<file path="src/rtl/cc_matrix_max7219_tx_pkg.sv">
// Shared constants for the MAX7219 matrix transmitter: register map,
// sequencing counts, state encodings and the init-word table.
package cc_matrix_max7219_tx_pkg;

    localparam logic [7:0] REG_NOOP      = 8'h00;
    localparam logic [7:0] REG_DIGIT0    = 8'h01;
    localparam logic [7:0] REG_DECODE    = 8'h09;
    localparam logic [7:0] REG_INTENSITY = 8'h0A;
    localparam logic [7:0] REG_SCANLIMIT = 8'h0B;
    localparam logic [7:0] REG_SHUTDOWN  = 8'h0C;
    localparam logic [7:0] REG_DISPTEST  = 8'h0F;

    localparam int INIT_WORDS  = 5;
    localparam int DIGIT_WORDS = 8;

    typedef enum logic [1:0] {
        ST_INIT,
        ST_SNAP,
        ST_REFRESH,
        ST_IDLE
    } matrix_state_t;

    typedef enum logic [2:0] {
        PH_IDLE,
        PH_SETUP,
        PH_HIGH,
        PH_LOW,
        PH_LATCH
    } tx_phase_t;

    function automatic logic [15:0] init_word(input logic [2:0] idx, input logic [3:0] intensity);
        logic [15:0] w;
        case (idx)
            3'd0:    w = {REG_DISPTEST, 8'h00};
            3'd1:    w = {REG_SCANLIMIT, 8'h07};
            3'd2:    w = {REG_DECODE, 8'h00};
            3'd3:    w = {REG_INTENSITY, 4'h0, intensity};
            default: w = {REG_SHUTDOWN, 8'h01};
        endcase
        return w;
    endfunction

endpackage

</file>
<file path="src/rtl/cc_max7219_word_tx.sv">
// Shifts one 16-bit MAX7219 word out MSB first over DIN/CLK/LOAD,
// framed by a setup half-period and a double-length latch period.
//
// state    | meaning
// PH_IDLE  | load high, waiting for start
// PH_SETUP | load low, din = bit15, sclk low
// PH_HIGH  | sclk high, din held
// PH_LOW   | sclk low, din advanced to next bit (0 after bit0)
// PH_LATCH | load high for two half-periods; done on the last cycle
module cc_max7219_word_tx
    import cc_matrix_max7219_tx_pkg::*;
#(
    parameter int CLK_DIV = 4
) (
    input  logic        clk_sys,
    input  logic        rst_b,
    input  logic        start,
    input  logic [15:0] word,
    output logic        busy,
    output logic        done,
    output logic        din,
    output logic        sclk,
    output logic        load
);

    localparam logic [8:0] HALF_LD  = 9'(CLK_DIV - 1);
    localparam logic [8:0] LATCH_LD = 9'(2 * CLK_DIV - 1);

    tx_phase_t   phase, phase_nxt;
    logic [8:0]  div_cnt;
    logic [3:0]  bit_cnt;
    logic [15:0] shreg;
    logic        tc;

    assign tc = (div_cnt == 9'd0);

    always_ff @(posedge clk_sys or negedge rst_b) begin
        if (!rst_b) phase <= PH_IDLE;
        else        phase <= phase_nxt;
    end

    always_comb begin
        phase_nxt = phase;
        case (phase)
            PH_IDLE:  if (start) phase_nxt = PH_SETUP;
            PH_SETUP: if (tc) phase_nxt = PH_HIGH;
            PH_HIGH:  if (tc) phase_nxt = PH_LOW;
            PH_LOW:   if (tc) phase_nxt = (bit_cnt == 4'd15) ? PH_LATCH : PH_HIGH;
            PH_LATCH: if (tc) phase_nxt = PH_IDLE;
            default:  phase_nxt = PH_IDLE;
        endcase
    end

    // Shift on the HIGH->LOW boundary so din never moves while sclk is high.
    always_ff @(posedge clk_sys or negedge rst_b) begin
        if (!rst_b) begin
            div_cnt <= 9'd0;
            bit_cnt <= 4'd0;
            shreg   <= 16'd0;
        end else begin
            case (phase)
                PH_IDLE: begin
                    if (start) begin
                        div_cnt <= HALF_LD;
                        bit_cnt <= 4'd0;
                        shreg   <= word;
                    end
                end
                PH_SETUP: div_cnt <= tc ? HALF_LD : div_cnt - 9'd1;
                PH_HIGH: begin
                    if (tc) begin
                        div_cnt <= HALF_LD;
                        shreg   <= {shreg[14:0], 1'b0};
                    end else begin
                        div_cnt <= div_cnt - 9'd1;
                    end
                end
                PH_LOW: begin
                    if (!tc) begin
                        div_cnt <= div_cnt - 9'd1;
                    end else if (bit_cnt == 4'd15) begin
                        div_cnt <= LATCH_LD;
                    end else begin
                        div_cnt <= HALF_LD;
                        bit_cnt <= bit_cnt + 4'd1;
                    end
                end
                PH_LATCH: if (!tc) div_cnt <= div_cnt - 9'd1;
                default: ;
            endcase
        end
    end

    assign busy = (phase != PH_IDLE);
    assign done = (phase == PH_LATCH) && tc;
    assign sclk = (phase == PH_HIGH);
    assign load = (phase == PH_IDLE) || (phase == PH_LATCH);
    assign din  = shreg[15] && ((phase == PH_SETUP) || (phase == PH_HIGH) || (phase == PH_LOW));

endmodule

</file>
<file path="src/rtl/cc_matrix_max7219_tx.sv">
// MAX7219 8x8 matrix driver: sends the init words once after reset, then
// refreshes the eight digit registers from a per-frame row snapshot.
//
// state      | meaning
// ST_INIT    | sending the five configuration words
// ST_SNAP    | one cycle: capture all row buses, reset word index
// ST_REFRESH | sending digit words 1..8 from the snapshot
// ST_IDLE    | parked at reset levels until enable returns
module cc_matrix_max7219_tx
    import cc_matrix_max7219_tx_pkg::*;
#(
    parameter int         CLK_DIV   = 4,
    parameter logic [3:0] INTENSITY = 4'h8
) (
    input  logic       matrix_CLOCK_50,
    input  logic       matrix_RESET_InLow,
    input  logic       matrix_enable_in,
    input  logic [7:0] matrix_fila7_bus_in,
    input  logic [7:0] matrix_fila6_bus_in,
    input  logic [7:0] matrix_fila5_bus_in,
    input  logic [7:0] matrix_fila4_bus_in,
    input  logic [7:0] matrix_fila3_bus_in,
    input  logic [7:0] matrix_fila2_bus_in,
    input  logic [7:0] matrix_fila1_bus_in,
    input  logic [7:0] matrix_fila0_bus_in,
    output logic       matrix_din_out,
    output logic       matrix_sclk_out,
    output logic       matrix_load_out,
    output logic       matrix_busy_out,
    output logic       matrix_frame_done_out
);

    localparam logic [2:0] LAST_INIT  = 3'(INIT_WORDS - 1);
    localparam logic [2:0] LAST_DIGIT = 3'(DIGIT_WORDS - 1);

    matrix_state_t state, state_nxt;
    logic [2:0]    word_idx;
    logic [63:0]   snap;
    logic          frame_done_q;
    logic          tx_start;
    logic [15:0]   tx_word;
    logic          tx_busy;
    logic          tx_done;
    logic [7:0]    digit_row;

    always_ff @(posedge matrix_CLOCK_50 or negedge matrix_RESET_InLow) begin
        if (!matrix_RESET_InLow) state <= ST_INIT;
        else                     state <= state_nxt;
    end

    assign digit_row = snap[{word_idx, 3'b000} +: 8];

    always_comb begin
        state_nxt = state;
        tx_start  = 1'b0;
        tx_word   = {REG_DIGIT0 + {5'd0, word_idx}, digit_row};
        case (state)
            ST_INIT: begin
                tx_word  = init_word(word_idx, INTENSITY);
                tx_start = !tx_busy;
                if (tx_done && word_idx == LAST_INIT)
                    state_nxt = matrix_enable_in ? ST_SNAP : ST_IDLE;
            end
            ST_SNAP: state_nxt = ST_REFRESH;
            ST_REFRESH: begin
                tx_start = !tx_busy;
                if (tx_done && word_idx == LAST_DIGIT)
                    state_nxt = matrix_enable_in ? ST_SNAP : ST_IDLE;
            end
            ST_IDLE: if (matrix_enable_in) state_nxt = ST_SNAP;
            default: state_nxt = ST_INIT;
        endcase
    end

    // The 3-bit index wraps freely; SNAP is what re-arms it for each frame.
    always_ff @(posedge matrix_CLOCK_50 or negedge matrix_RESET_InLow) begin
        if (!matrix_RESET_InLow) begin
            word_idx     <= 3'd0;
            snap         <= 64'd0;
            frame_done_q <= 1'b0;
        end else begin
            frame_done_q <= (state == ST_REFRESH) && tx_done && (word_idx == LAST_DIGIT);
            if (state == ST_SNAP) begin
                word_idx <= 3'd0;
                snap     <= {matrix_fila7_bus_in, matrix_fila6_bus_in, matrix_fila5_bus_in,
                             matrix_fila4_bus_in, matrix_fila3_bus_in, matrix_fila2_bus_in,
                             matrix_fila1_bus_in, matrix_fila0_bus_in};
            end else if (tx_done) begin
                word_idx <= word_idx + 3'd1;
            end
        end
    end

    cc_max7219_word_tx #(
        .CLK_DIV (CLK_DIV)
    ) u_word_tx (
        .clk_sys (matrix_CLOCK_50),
        .rst_b   (matrix_RESET_InLow),
        .start   (tx_start),
        .word    (tx_word),
        .busy    (tx_busy),
        .done    (tx_done),
        .din     (matrix_din_out),
        .sclk    (matrix_sclk_out),
        .load    (matrix_load_out)
    );

    assign matrix_busy_out       = tx_busy || (state == ST_SNAP);
    assign matrix_frame_done_out = frame_done_q;

endmodule

</file>
<file path="config.mk">
export PLATFORM = sky130hd
export DESIGN_NAME = cc_matrix_max7219_tx
export DESIGN_NICKNAME = d
export VERILOG_FILES = /design/src/rtl/cc_matrix_max7219_tx_pkg.sv /design/src/rtl/cc_max7219_word_tx.sv /design/src/rtl/cc_matrix_max7219_tx.sv
export SDC_FILE = /design/constraint.sdc
export NUM_CORES = 1
export LEC_CHECK = 0
export ABC_AREA = 0
export CORE_ASPECT_RATIO = 1.5
export CORE_MARGIN = 2
export CORE_UTILIZATION = 45
export CTS_CLUSTER_DIAMETER = 40
export DETAILED_ROUTE_END_ITERATION = 8
export PLACE_DENSITY_LB_ADDON = 0.08
export SLEW_MARGIN = 20
export SYNTH_ARGS = -nofsm -noshare
export SYNTH_HDL_FRONTEND = slang
export SYNTH_SLANG_ARGS = --single-unit
</file>
<file path="constraint.sdc">
create_clock -name matrix_CLOCK_50 -period 3.06 [get_ports matrix_CLOCK_50]
set_clock_uncertainty 0.2 [all_clocks]
set_input_delay 0.306 -clock matrix_CLOCK_50 [delete_from_list [all_inputs] [get_ports matrix_CLOCK_50]]
set_output_delay 0.306 -clock matrix_CLOCK_50 [all_outputs]
set_load 0.1 [all_outputs]
</file>
-- Yosys cells after proc, flatten, opt, wreduce, memory -nomap -nowiden
Index checks and enable logic that the tools add are counted.
- register bits: 102
- latch bits: 0
- bits in writable memories: 0
- ROM bits: 0
- output and inout bits: 5
- logic and storage cells: 93
- memories kept: 0
- add/sub/neg operators: 4
- multipliers: 0
- divide/modulo/power cells: 0
- $lt $le $gt $ge: 0
- eq/ne operators: 23
- shifts and indexed selects: 1
- multiplexer cells: 30
- bitwise gates (word level): 0
- reduce and logical (&&, ||, !) cells: 27
- operators by type and width (cell ; count):
    64-bit by 7-bit indexed part select with 8-bit output ; 1
    11-bit one-hot mux with 4 select lines ; 1
    9-bit two-way mux ; 4
    9-bit one-hot mux with 4 select lines ; 1
    16-bit two-way mux ; 2
    16-bit one-hot mux with 2 select lines ; 1
    3-bit two-way mux ; 9
    3-bit one-hot mux with 5 select lines ; 1
    3-bit by 2-bit == test with 1-bit output (second input constant) ; 4
    12-bit two-way mux ; 1
    4-bit two-way mux ; 3
    2-bit inequality test (second input constant) ; 6
    3-bit == test (second input constant) ; 3
    9-bit zero test ; 1
    3-bit AND reduction ; 3
    9-bit by 1-bit subtractor with 9-bit output (second input constant) ; 1
    2-bit two-way mux ; 4
    2-bit by 1-bit inequality test with 1-bit output (second input constant) ; 4
    2-bit one-hot mux with 4 select lines ; 1
    4-bit one-hot mux with 2 select lines ; 1
    3-bit by 1-bit == test with 1-bit output (second input constant) ; 2
    1-bit logical AND ; 6
    3-bit zero test ; 2
    2-bit nonzero test ; 3
    other kinds (15) ; 20

-- Depth between registers and ports, before layout
- depth in word-level cells: 5
- gate-level depth with buffers: 8
- depth with buffers taken out: 6

-- Cells and area by module
A second synthesis with hierarchy kept.
- cell total of the unflattened synthesis: 432
- area total of the unflattened synthesis: 5432.7 sq um
- by module, submodules not included (module ; instances ; cells each ; area an instance (sq um) ; seq. area each (sq um)):
    cc_matrix_max7219_tx ; 1 ; 247 ; 3429.5 ; 1751.7
    cc_max7219_word_tx ; 1 ; 185 ; 2003.2 ; 800.8

-- Least setup slack after synthesis
No wires, ideal clock.
- path type: reg2out
- start: register u_word_tx.phase[0]
- end: output port matrix_din_out
- arrival: 3.530 ns
- data required time: 2.554 ns
- slack: -0.976 ns
- stages on the path, launching flop included: 6
- buffers on the path: 2
- cell sequence: dfrtp_1 > buf_2 > or2_1 > buf_2 > inv_1 > nor3b_1
- word-level cells in the longest chain between the ends: 4
- elaborated cells between the ends (all ways): 6
- classes of those cells: eq/ne: 3; reduce/logical: 3
- RTL lines (item ; RTL line ; source):
    from (decl) ; cc_max7219_word_tx.sv:29 ; tx_phase_t phase, phase_nxt;
    from (signal assigned) ; cc_max7219_word_tx.sv:39 ; else phase <= phase_nxt;
    3-bit by 1-bit == test with 1-bit output / 3-bit by 2-bit == test with 1-bit output (equally long branches) ; cc_max7219_word_tx.sv:98 ; assign din = shreg[15] && ((phase == PH_SETUP) || (phase == PH_HIGH) || (phase == PH_LOW));
    1-bit logical OR ; cc_max7219_word_tx.sv:98 ;
    1-bit logical OR * ; cc_max7219_word_tx.sv:98 ;
    1-bit logical AND * ; cc_max7219_word_tx.sv:98 ;
    to (decl) ; cc_matrix_max7219_tx.sv:26 ; output logic matrix_din_out,
Mark *: on every way between the ends. The rest lies on a longest branch, timed or not.

-- Worst setup path after layout
Same ends and word-level chain as after synthesis.

==> results.txt <==
----------------------------------------------------
[STA]
  Achievable Freq ... 0.409 GHz
  Post-route setup slack ... 615 ps
  Worst-case hold slack ... 270 ps
  Setup TNS ... 0 ps
  Actual transition at the worst max-transition pin ... 890 ps
  Shortest period the worst path allows ... 2440 ps
  Share of the cycle needed by the critical path after routing ... 79.9%
  Final setup violation count ... 0
  Worst-case headroom to the max-slew limit ... 40.5%
  Unrepaired setup endpoints after global routing ... no
  Number of failing hold endpoints at the final stage ... 0
  Count of pins over their slew limit ... 0

[Floorplanning]
  Die height ... 136 um
  Initial Utilization ... 45.6%
  Area of the core ... 11400 sq um
  DIE AREA ... 12500 sq um
  Num rows ... 48
  Chip width ... 91.8 um
  I/O pin cnt ... 72

[Synthesis]
  Synthesized netlist cell count ... 450
  Number of flops mapped to enable cells by yosys ... 0
  Seq/Total Area, Yosys ... 49.1%
  Largest cells by area after synthesis ... sky130_fd_sc_hd__dfrtp_1 (49%), sky130_fd_sc_hd__mux2_2 (14%), sky130_fd_sc_hd__mux2i_1 (6.2%)
  Area leader, netlist ... sky130_fd_sc_hd__dfrtp_1
  Synthesized flop and latch total ... 102
  Area fraction of the dominant cell type after synthesis ... 49.1%
  Count of cell types in the netlist ... 65
  Synthesized area divided by synthesized cell count ... 11.6 sq um
  Mapped Area ... 5200 sq um
  Synthesis Warnings ... 0
  FFs w/ async S/R, synth ... 100%
  Main flop type after synthesis ... sky130_fd_sc_hd__dfrtp_1
  Net count after synthesis ... 527

[Placement]
  Pre-CTS worst setup slack ... 644 ps
  IO buf count ... 71
  HPWL reported at the end of detailed placement ... 8.21 mm
  Final estimated routing congestion in global placement ... 0.819
  Dpl cells ... 654

[Worst setup path]
  Launch point of the worst reg-to-reg path ... u_word_tx.div_cnt[0]
  Origin of the worst setup path ... u_word_tx.phase[0]
  Arrival @ worst endpoint ... 1940 ps
  Kind of launch point of the worst setup path ... flop
  Type of destination of the critical path ... output port
  Kind of critical path ... flop to output port
  Required time reported for the critical path endpoint ... 2550 ps
  Worst-path fanout max ... 10

[Clock tree]
  Clock insertion delay at the later pin of the skew report ... 350 ps
  Number of gates resized after cts ... 0
  Buffer depth of the longest clock path ... 2
  TritonCTS clock tree ... done
  Clock Sinks ... 102
  CTS HTree Levels ... 3
  CTS root buffer ... sky130_fd_sc_hd__clkbuf_16
  Clock input transition at the sequential cells of the worst setup and hold paths ... 70 ps
  Clock buffers created by TritonCTS ... 9

[Routing]
  Length of the first detailed-routing pass in iterations ... 4
  Total Wirelength ... 11.5 mm
  Via Count ... 3744
  Number of DRC violations after detailed-routing iteration 0 ... 207
  Vias/cell ... 5.58
  Number of remaining DRC errors ... 0
  Routed len/inst ... 17.2 um
  Post-route ant nets ... 0

[Global route]
  Global-route total usage across every layer ... 19.7%
  Number of antenna violations at the first check in global routing ... 0
  Maximum number of pins on one net before global-route repair ... 70
  Overflow after GRT ... 0
  Via count of the first global-routing pass ... 3865
  Global-route wire length before repair ... 19.4 mm

[Layout]
  Net count, final ... 593
  Synthesis-to-finish area growth ... 23.5%
  Final antenna diode count ... 0
  Final non-filler cell total ... 671
  Share of cells above drive strength 1 ... 22.8%
  Post-Route Utilization ... 56.3%

[Worst hold path]
  Type of the most critical hold path ... flop to flop
  Hold path startpoint ... u_word_tx.shreg[13]

[Power and ir drop]
  Max VDD drop ... 0.274 mV
  Leakage component of the power ... 2.83 nW
  Cell area power density ... 420 nW/um^2

[Job]
  Number of maximum-capacitance constraint violations ... 0

[Status]
  Outcome ... finished clean

----------------------------------------------------
[path summary, 6_finish.rpt]
kind	end	slack (ps)	cells past startpoint
worst max-delay path	matrix_din_out	620	4
min in group asynchronous	u_word_tx.bit_cnt[1]	400	2
worst min register to register	u_word_tx.shreg[13]	270	2
max in group asynchronous	snap[59]	1380	3
worst max register to register	u_word_tx.shreg[3]	640	7
worst min-delay path	u_word_tx.shreg[13]	270	2
[layout make-up]
cell class	count	area, sq um
Tap cell	150	188
Multi-Input combinational cell	308	2480
Sequential cell	102	2550
Fill cell	1013	4990
Clock inverter	7	87.6
Timing Repair Buffer	85	853
Inverter	10	37.5
Clock buffer	9	225
[Yosys cell counts (all sizes together) (9+ instances only)]
master,instances
mux2i,32
o21ai,18
clkbuf,13
mux2,65
a21oi,13
ha,10
nor2,26
inv,9
a22oi,13
buf,17
dfrtp,102
nand3,10
nand2,29
[sequential cells by signal, indices dropped and copies added (netlist names)]
name,cells
u_word_tx.bit_cnt,4
state,2
snap,64
matrix_frame_done_out,1
u_word_tx.phase,3
u_word_tx.div_cnt,9
word_idx,3
u_word_tx.shreg,16
[stage by stage]
| step | instance area [sq um] | total power, mW |
|---|---|---|
| 2_1_floorplan | 5210 | 1.40 |
| 3_3_place_gp | 6100 | 1.52 |
| 3_5_place_dp | 6100 | 1.52 |
| 4_1_cts | 6420 | 2.73 |
| 5_1_grt | 6420 | 2.81 |
| 6_report | 6420 | 2.70 |
[layout by cell type (no fill, tap or decap), drive strengths merged, types with 3 or more instances in the layout]
cell,n
a211o,3
a21oi,13
a22oi,13
a31oi,3
a32oi,4
buf,19
clkbuf,9
clkdlybuf4s50,65
clkinv,3
dfrtp,102
ha,10
inv,13
mux2,65
mux2i,32
nand2,29
nand2b,3
nand3,10
nor2,26
nor2b,3
nor3,7
nor4,6
o211ai,7
o21ai,18
o31a,3
o41ai,5
or2,4
or3,5
or3b,3
or4,4
[power breakdown]
part           total, mW  leakage, nW  internal (mW)  switching (mW)
logic              0.137         1.30         0.0835          0.0536
clock network       1.20        0.154          0.655           0.548
registers           1.36         1.38           1.35         0.00462
[cell families (layout without fill, tap and decap cells)]
family	count (synthesis)	after routing	synth area share, %
AOI/OAI and AO/OA	85	85	11.8
adders and majority gates	10	10	2.40
muxes	99	99	21.1
xor gates and xnor gates	3	3	0.505
and+or+nand+nor	111	111	11.6
DFF	102	102	49.1
buffers and inverters	40	111	3.53
[per-layer routing]
layer  GRT usage, %  up-vias  routed length, um
met5              0        -                  0
met4           6.80        0                225
met3           3.78       19                344
met2           34.2       74               5990
met1           24.6     1856               4950
li1               -     1795                  -
[what timing repair did]
| action | in CTS | in global routing |
|---|---|---|
| hold buffers | 1 | 0 |
| buffers inserted | 0 | 0 |
| endpoints found under the hold margin | 64 | 0 |
[critical path: stages, from the launching register on]
cell and delay, ps:
sky130_fd_sc_hd__dfrtp_1 510, sky130_fd_sc_hd__or2_1 370, sky130_fd_sc_hd__inv_1 210, sky130_fd_sc_hd__nor3b_2 190, sky130_fd_sc_hd__buf_4 310
No activity file was read; power rests on OpenSTA's default activity.
